`src/rtl/fp32_pkg.sv`:
```
// Shared FP32 constants, field view, reciprocal ROM and FSM state type
// used by taylor_term_gen and its multiplier.
package fp32_pkg;

  localparam logic [31:0] FP32_ONE  = 32'h3F800000;
  localparam logic [31:0] FP32_PINF = 32'h7F800000;
  localparam int          EXP_BIAS  = 127;

  // Field view of an FP32 word.
  typedef struct packed {
    logic        sign;
    logic [7:0]  exp;
    logic [22:0] man;
  } fp32_t;

  // Term generator sequencing.
  typedef enum logic [1:0] {
    IDLE,
    EMIT,
    MUL_X,
    MUL_INV
  } state_t;

  // Round-to-nearest FP32 value of 1/n, n = 1..15. Entry 0 is unused and reads 1.0.
  // NOTE: a constant table synthesises to plain logic; it has no storage and needs no reset.
  localparam logic [15:0][31:0] INV_ROM = {
    32'h3D888889,  // 1/15
    32'h3D924925,  // 1/14
    32'h3D9D89D9,  // 1/13
    32'h3DAAAAAB,  // 1/12
    32'h3DBA2E8C,  // 1/11
    32'h3DCCCCCD,  // 1/10
    32'h3DE38E39,  // 1/9
    32'h3E000000,  // 1/8
    32'h3E124925,  // 1/7
    32'h3E2AAAAB,  // 1/6
    32'h3E4CCCCD,  // 1/5
    32'h3E800000,  // 1/4
    32'h3EAAAAAB,  // 1/3
    32'h3F000000,  // 1/2
    32'h3F800000,  // 1/1
    32'h3F800000   // unused
  };

endpackage

```
`src/rtl/fp32_mul.sv`:
```
// Single-cycle combinational FP32 multiplier.
// Zero/denormal inputs and underflowing results flush to signed zero;
// inf inputs and overflowing results saturate to signed inf and raise ovf.
// No NaN is ever produced.
// Build option: define TAYLOR_RNE_EN for round-to-nearest-even; otherwise the
// mantissa is truncated (round toward zero).
module fp32_mul
  import fp32_pkg::*;
(
  input  logic [31:0] a,
  input  logic [31:0] b,
  output logic [31:0] y,
  output logic        ovf
);

  fp32_t       fa, fb;
  logic        sign;
  logic [47:0] prod;
  logic        norm;
  logic [22:0] man;
  logic [9:0]  exp_sum;  // biased sum ea + eb (+ normalise/round carries), bias not yet removed
`ifdef TAYLOR_RNE_EN
  logic        guard_bit;
  logic        sticky_bit;
  logic        round_up;
  logic        carry;
`else
  logic        unused_low;
`endif

  // Multiply significands, normalise by at most one bit, round, then apply range rules.
  always_comb begin
    // NOTE: every output of this block is assigned before any branch, so no latch can be inferred.
    y       = '0;
    ovf     = 1'b0;
    fa      = a;
    fb      = b;
    sign    = fa.sign ^ fb.sign;
    prod    = 48'({1'b1, fa.man}) * 48'({1'b1, fb.man});
    norm    = prod[47];
    exp_sum = {2'b00, fa.exp} + {2'b00, fb.exp} + {9'd0, norm};
    man     = norm ? prod[46:24] : prod[45:23];
`ifdef TAYLOR_RNE_EN
    guard_bit  = norm ? prod[23] : prod[22];
    sticky_bit = norm ? |prod[22:0] : |prod[21:0];
    round_up   = guard_bit & (sticky_bit | man[0]);
    {carry, man} = {1'b0, man} + {23'd0, round_up};
    // A carry out means the significand rolled over to 2.0: man is already 0, bump the exponent.
    exp_sum = exp_sum + {9'd0, carry};
`else
    unused_low = ^prod[22:0];
`endif

    if (fa.exp == 8'hFF || fb.exp == 8'hFF) begin
      y   = FP32_PINF | {sign, 31'd0};
      ovf = 1'b1;
    end else if (fa.exp == 8'd0 || fb.exp == 8'd0) begin
      y = {sign, 31'd0};
    end else if (exp_sum <= 10'(EXP_BIAS)) begin
      y = {sign, 31'd0};
    end else if (exp_sum >= 10'(EXP_BIAS + 255)) begin
      y   = FP32_PINF | {sign, 31'd0};
      ovf = 1'b1;
    end else begin
      y = {sign, 8'(exp_sum - 10'(EXP_BIAS)), man};
    end
  end

endmodule

```
`src/rtl/taylor_term_gen.sv`:
```
// Sequential Taylor-term feeder for exp(x): emits t0..t(N_TERMS-1), tn = x^n/n!,
// over a valid/ready stream using t(n) = (t(n-1) * x) * (1/n) on one shared multiplier.
// Build option: TAYLOR_RNE_EN (see fp32_mul) selects round-to-nearest-even multiplies.
module taylor_term_gen
  import fp32_pkg::*;
#(
  parameter int N_TERMS = 7,
  parameter int IDX_W   = 4
) (
  input  logic             clk,
  input  logic             rst,
  input  logic             start,
  input  logic [31:0]      x,
  output logic             busy,
  output logic             term_valid,
  input  logic             term_ready,
  output logic [31:0]      term,
  output logic [IDX_W-1:0] term_idx,
  output logic             term_last,
  output logic             ovf
);

  localparam logic [IDX_W-1:0] LAST_IDX = IDX_W'(N_TERMS - 1);

  state_t           state, state_nxt;
  logic [31:0]      x_q;
  logic [31:0]      acc;
  logic [IDX_W-1:0] n;
  logic [3:0]       rom_idx;
  logic [31:0]      mul_b;
  logic [31:0]      mul_y;
  logic             mul_ovf;

  assign rom_idx = 4'(n);

  fp32_mul u_mul (
    .a   (acc),
    .b   (mul_b),
    .y   (mul_y),
    .ovf (mul_ovf)
  );

  // Next state, stream outputs and multiplier operand select.
  always_comb begin
    state_nxt  = state;
    busy       = 1'b1;
    term_valid = 1'b0;
    term       = '0;
    term_idx   = '0;
    term_last  = 1'b0;
    mul_b      = x_q;
    unique case (state)
      IDLE: begin
        busy = 1'b0;
        if (start) state_nxt = EMIT;
      end
      EMIT: begin
        term_valid = 1'b1;
        term       = acc;
        term_idx   = n;
        term_last  = (n == LAST_IDX);
        if (term_ready) state_nxt = (n == LAST_IDX) ? IDLE : MUL_X;
      end
      MUL_X: begin
        mul_b     = x_q;
        state_nxt = MUL_INV;
      end
      MUL_INV: begin
        mul_b     = INV_ROM[rom_idx];
        state_nxt = EMIT;
      end
      default: state_nxt = IDLE;
    endcase
  end

  // State register, running term, index and sticky overflow; reset aborts any sequence.
  always_ff @(posedge clk) begin
    // NOTE: clocked state uses non-blocking assignments so every register samples pre-edge values.
    if (rst) begin
      state <= IDLE;
      x_q   <= '0;
      acc   <= '0;
      n     <= '0;
      ovf   <= 1'b0;
    end else begin
      state <= state_nxt;
      unique case (state)
        IDLE: begin
          if (start) begin
            x_q <= x;
            acc <= FP32_ONE;
            n   <= '0;
            ovf <= 1'b0;
          end
        end
        EMIT: begin
          if (term_ready && n != LAST_IDX) n <= n + 1'b1;
        end
        MUL_X, MUL_INV: begin
          acc <= mul_y;
          ovf <= ovf | mul_ovf;
        end
        default: ;
      endcase
    end
  end

endmodule
```
`config.mk`:
```
export PLATFORM = sky130hd
export DESIGN_NAME = taylor_term_gen
export DESIGN_NICKNAME = d
export VERILOG_FILES = /design/src/rtl/fp32_pkg.sv /design/src/rtl/fp32_mul.sv /design/src/rtl/taylor_term_gen.sv
export SDC_FILE = /design/constraint.sdc
export NUM_CORES = 2
export LEC_CHECK = 0
export ABC_CLOCK_PERIOD_IN_PS = 13550
export BUFFER_PORTS_ARGS = -buffer_cell sky130_fd_sc_hd__buf_2
export CAP_MARGIN = 20
export CORE_MARGIN = 2
export CORE_UTILIZATION = 32
export CTS_BUF_LIST = sky130_fd_sc_hd__clkbuf_4 sky130_fd_sc_hd__clkbuf_8 sky130_fd_sc_hd__clkbuf_16
export DETAILED_ROUTE_END_ITERATION = 10
export PLACE_DENSITY = 0.52
export SYNTH_ARGS = -nofsm -noshare
export SYNTH_HDL_FRONTEND = slang
export SYNTH_SLANG_ARGS = --single-unit
```
`constraint.sdc`:
```
create_clock -name clk -period 13.55 [get_ports clk]
set_input_delay 0.6775 -clock clk [delete_from_list [all_inputs] [get_ports clk]]
set_output_delay 0.6775 -clock clk [all_outputs]
set_load 0.05 [all_outputs]
```
==> flow_metrics.py <==
metrics = {
    "clocking": {
        "clockBufferDepth": 2,
        "path_clk_slew_ps": 70,
        "cts_tree": "done",
        "clock_latency_ps": 350,
        "clkSinkCount": 92,
        "cts_resized": 0,
        "htree_levels": 3,
        "cts_setup_buffers": 0,
        "cts_buffers": 9,
        "root_buffer": "clkbuf_16",
        "cts_hold_buf": 0,
    },
    "pwr": {
        "powerDensity_nw_per_um2": 33.1,
        "leakage_nw": 12.2,
        "ir_worst_vdd_mv": 0.0554,
    },
    "worst_setup_path": {
        "worstPathRequired_ps": 13820,
        "critical_path_arrival_ps": 12130,
        "cp_slowest_cell": "mux2i_1",
        "startpoint_type": "flip-flop",
        "crit_top_cell": "fa_1",
        "path_max_fanout": 26,
        "endpoint_kind": "flip-flop",
        "critPathMaxStageDelay_ps": 770,
        "path_class": "flip-flop to flip-flop",
    },
    "timing": {
        "rsz0062_at_grt": "no",
        "finalCriticalPeriod_ps": 11860,
        "hold_viol_final": 0,
        "clock_skew_ps": 8.19,
        "fin_crit_sh": 0.875,
        "tns_ps": 0,
        "relSlewSlack": 0.254,
        "slew_viol_final": 0,
        "fmax_ghz": 0.0843,
        "finalSetupViolations": 0,
        "max_slew.worst_pin.slew_ps": 1110,
    },
    "logic_synthesis": {
        "yosys.area.top_type": "fa_1",
        "synth_cell_types": 68,
        "synthArstFlopShare": 0,
        "syn-cell-area_um2": 23100,
        "syn_nets": 3401,
        "syn_inst": 2689,
        "synth_seq_cells": 92,
        "ys.warnings.count": 0,
        "ys_top_cells_by_area": "fa_1 (42%), ha_1 (10%), inv_1 (9.4%)",
        "synth_flop_cell": "dfxtp_1",
        "syn_avg_cell_area_um2": 8.58,
        "yosysTopAreaCellShare": 0.419,
        "synth_seq_area_share": 0.0798,
        "synth_edf_count": 0,
    },
    "floorplan": {
        "initial_core_util": 0.323,
        "dieHeight_um": 272,
        "core_area_um2": 71500,
        "num_rows": 98,
        "ios": 76,
        "die-area_um2": 74200,
        "die_w_um": 272,
    },
    "finish": {
        "stdcell_count": 3650,
        "syn_to_final_growth_pct": 7.65,
        "nNetsFinal": 3405,
        "layout-drive-gt1-share": 0.0619,
    },
    "flow_run": {
        "maxCapViolations": 0,
    },
    "drt": {
        "drc": 0,
        "route.detailed.wl_per_inst_um": 19.2,
        "first_pass_iters": 5,
        "vias": 17600,
        "antenna_left": 0,
        "drt-initial-drc-count": 1041,
        "vias_per_cell": 4.82,
        "wirelength_mm": 70.1,
    },
    "global_routing": {
        "antenna_found_initial": 1,
        "grt_max_degree": 59,
        "gr-usage-all-layers": 0.196,
        "grt_pass1_vias": 18900,
        "grt_pass1_wl_mm": 111,
        "grt_overflow_total": 0,
    },
    "place": {
        "gp_congestion": 0.894,
        "dp_hpwl_mm": 54.6,
        "port_buffers": 75,
        "dp.cells": 3631,
    },
    "outcome": {
        "status": "complete, no violations",
    },
    "worst_hold_path": {
        "hp-class": "flip-flop to flip-flop",
    },
}
==> Yosys cell counts (28+ instances only) <==
cell type    n
dfxtp_1     92
ha_1       193
xnor2_1     28
fa_1       483
inv_1      580
clkbuf_1   119
and2_1     200
nor2_1     125
o21ai_0     35
mux2i_1     29
a21oi_1     97
nand2_1    432
==> layout by cell type (no fill, tap or decap), drive strengths merged, types with 15 or more instances in the layout <==
master and count:
fa 483, a21oi 97, inv 588, nor2 125, nand4 15, a21o 18, buf 117, ha 193
o21ai 57, nand2 432, nor2b 27, xnor2 29, mux2i 31, nand3 20, and2 200, dfxtp 92
==> critical path: cells and delay by family (launching register included) <==
family                   cells  cell delay [ps]
adder cells (fa/ha/maj)     11             5160
multiplexers                 1              770
AO/OA/AOI/OAI                9             2220
buffers and inverters        7              900
flip-flops                   1              410
AND/OR/NAND/NOR              8             1940
XOR/XNOR                     1              370
==> layer usage <==
metal / track usage / up-vias / share of wire
met5: 0 / - / 0
met4: 0.0599 / 0 / 0.031
met2: 0.326 / 460 / 0.48
met3: 0.0279 / 79 / 0.058
li1: - / 8061 / -
met1: 0.264 / 8977 / 0.44
==> path summary, 6_finish.rpt <==
check | slack (ps) | start | endpoint | depth (start not counted)
setup reg to reg | 1690 | state[0] | acc[22] | 37
hold reg to reg | 460 | x_q[14] | x_q[14] | 2
setup / recovery | 1690 | state[0] | acc[22] | 37
hold / removal | 460 | x_q[14] | x_q[14] | 2
==> through the flow <==
| stage | power [mW] | hold slack [ps] | setup slack [ps] | utilization | cell area, um^2 |
|---|---|---|---|---|---|
| 2_1_floorplan | 0.461 | 432 | 2830 | - | 23100 |
| 6_report | 0.821 | 456 | 1690 | 0.347 | 24800 |
| 3_5_place_dp | 0.555 | 448 | 1790 | 0.343 | 24500 |
| 3_3_place_gp | 0.556 | 446 | 1920 | 0.343 | 24500 |
| 5_1_grt | 0.863 | 471 | 798 | 0.347 | 24800 |
| 4_1_cts | 0.827 | 458 | 1750 | 0.347 | 24800 |
==> layout make-up <==
| cell class | instances | area (um^2) |
|---|---|---|
| antenna | 2 | 5.00 |
| clock buffer | 10 | 239 |
| clock inverter | 6 | 77.6 |
| fill | 7502 | 46700 |
| inverter | 591 | 2220 |
| multi-input combinational | 1882 | 18600 |
| sequential | 92 | 1840 |
| tap | 950 | 1190 |
| timing repair buffer | 117 | 691 |
==> kinds of logic (layout without fill, tap and decap cells) <==
logic type | Yosys count | after routing | share of synthesized area
buffers and inverters | 715 | 724 | 0.117
AND/OR/NAND/NOR | 872 | 872 | 0.176
adder cells (fa/ha/maj) | 676 | 676 | 0.524
multiplexers | 40 | 40 | 0.0186
other | 0 | 2 | 0
flip-flops | 92 | 92 | 0.0798
AO/OA/AOI/OAI | 253 | 253 | 0.0682
XOR/XNOR | 41 | 41 | 0.0159
==> report_power, final <==
group          internal (mW)  total (mW)  switching, mW
registers              0.282       0.292         0.0104
clock network          0.152       0.271          0.119
logic                 0.0731       0.258          0.185
Power figures use the tool's default switching activity.
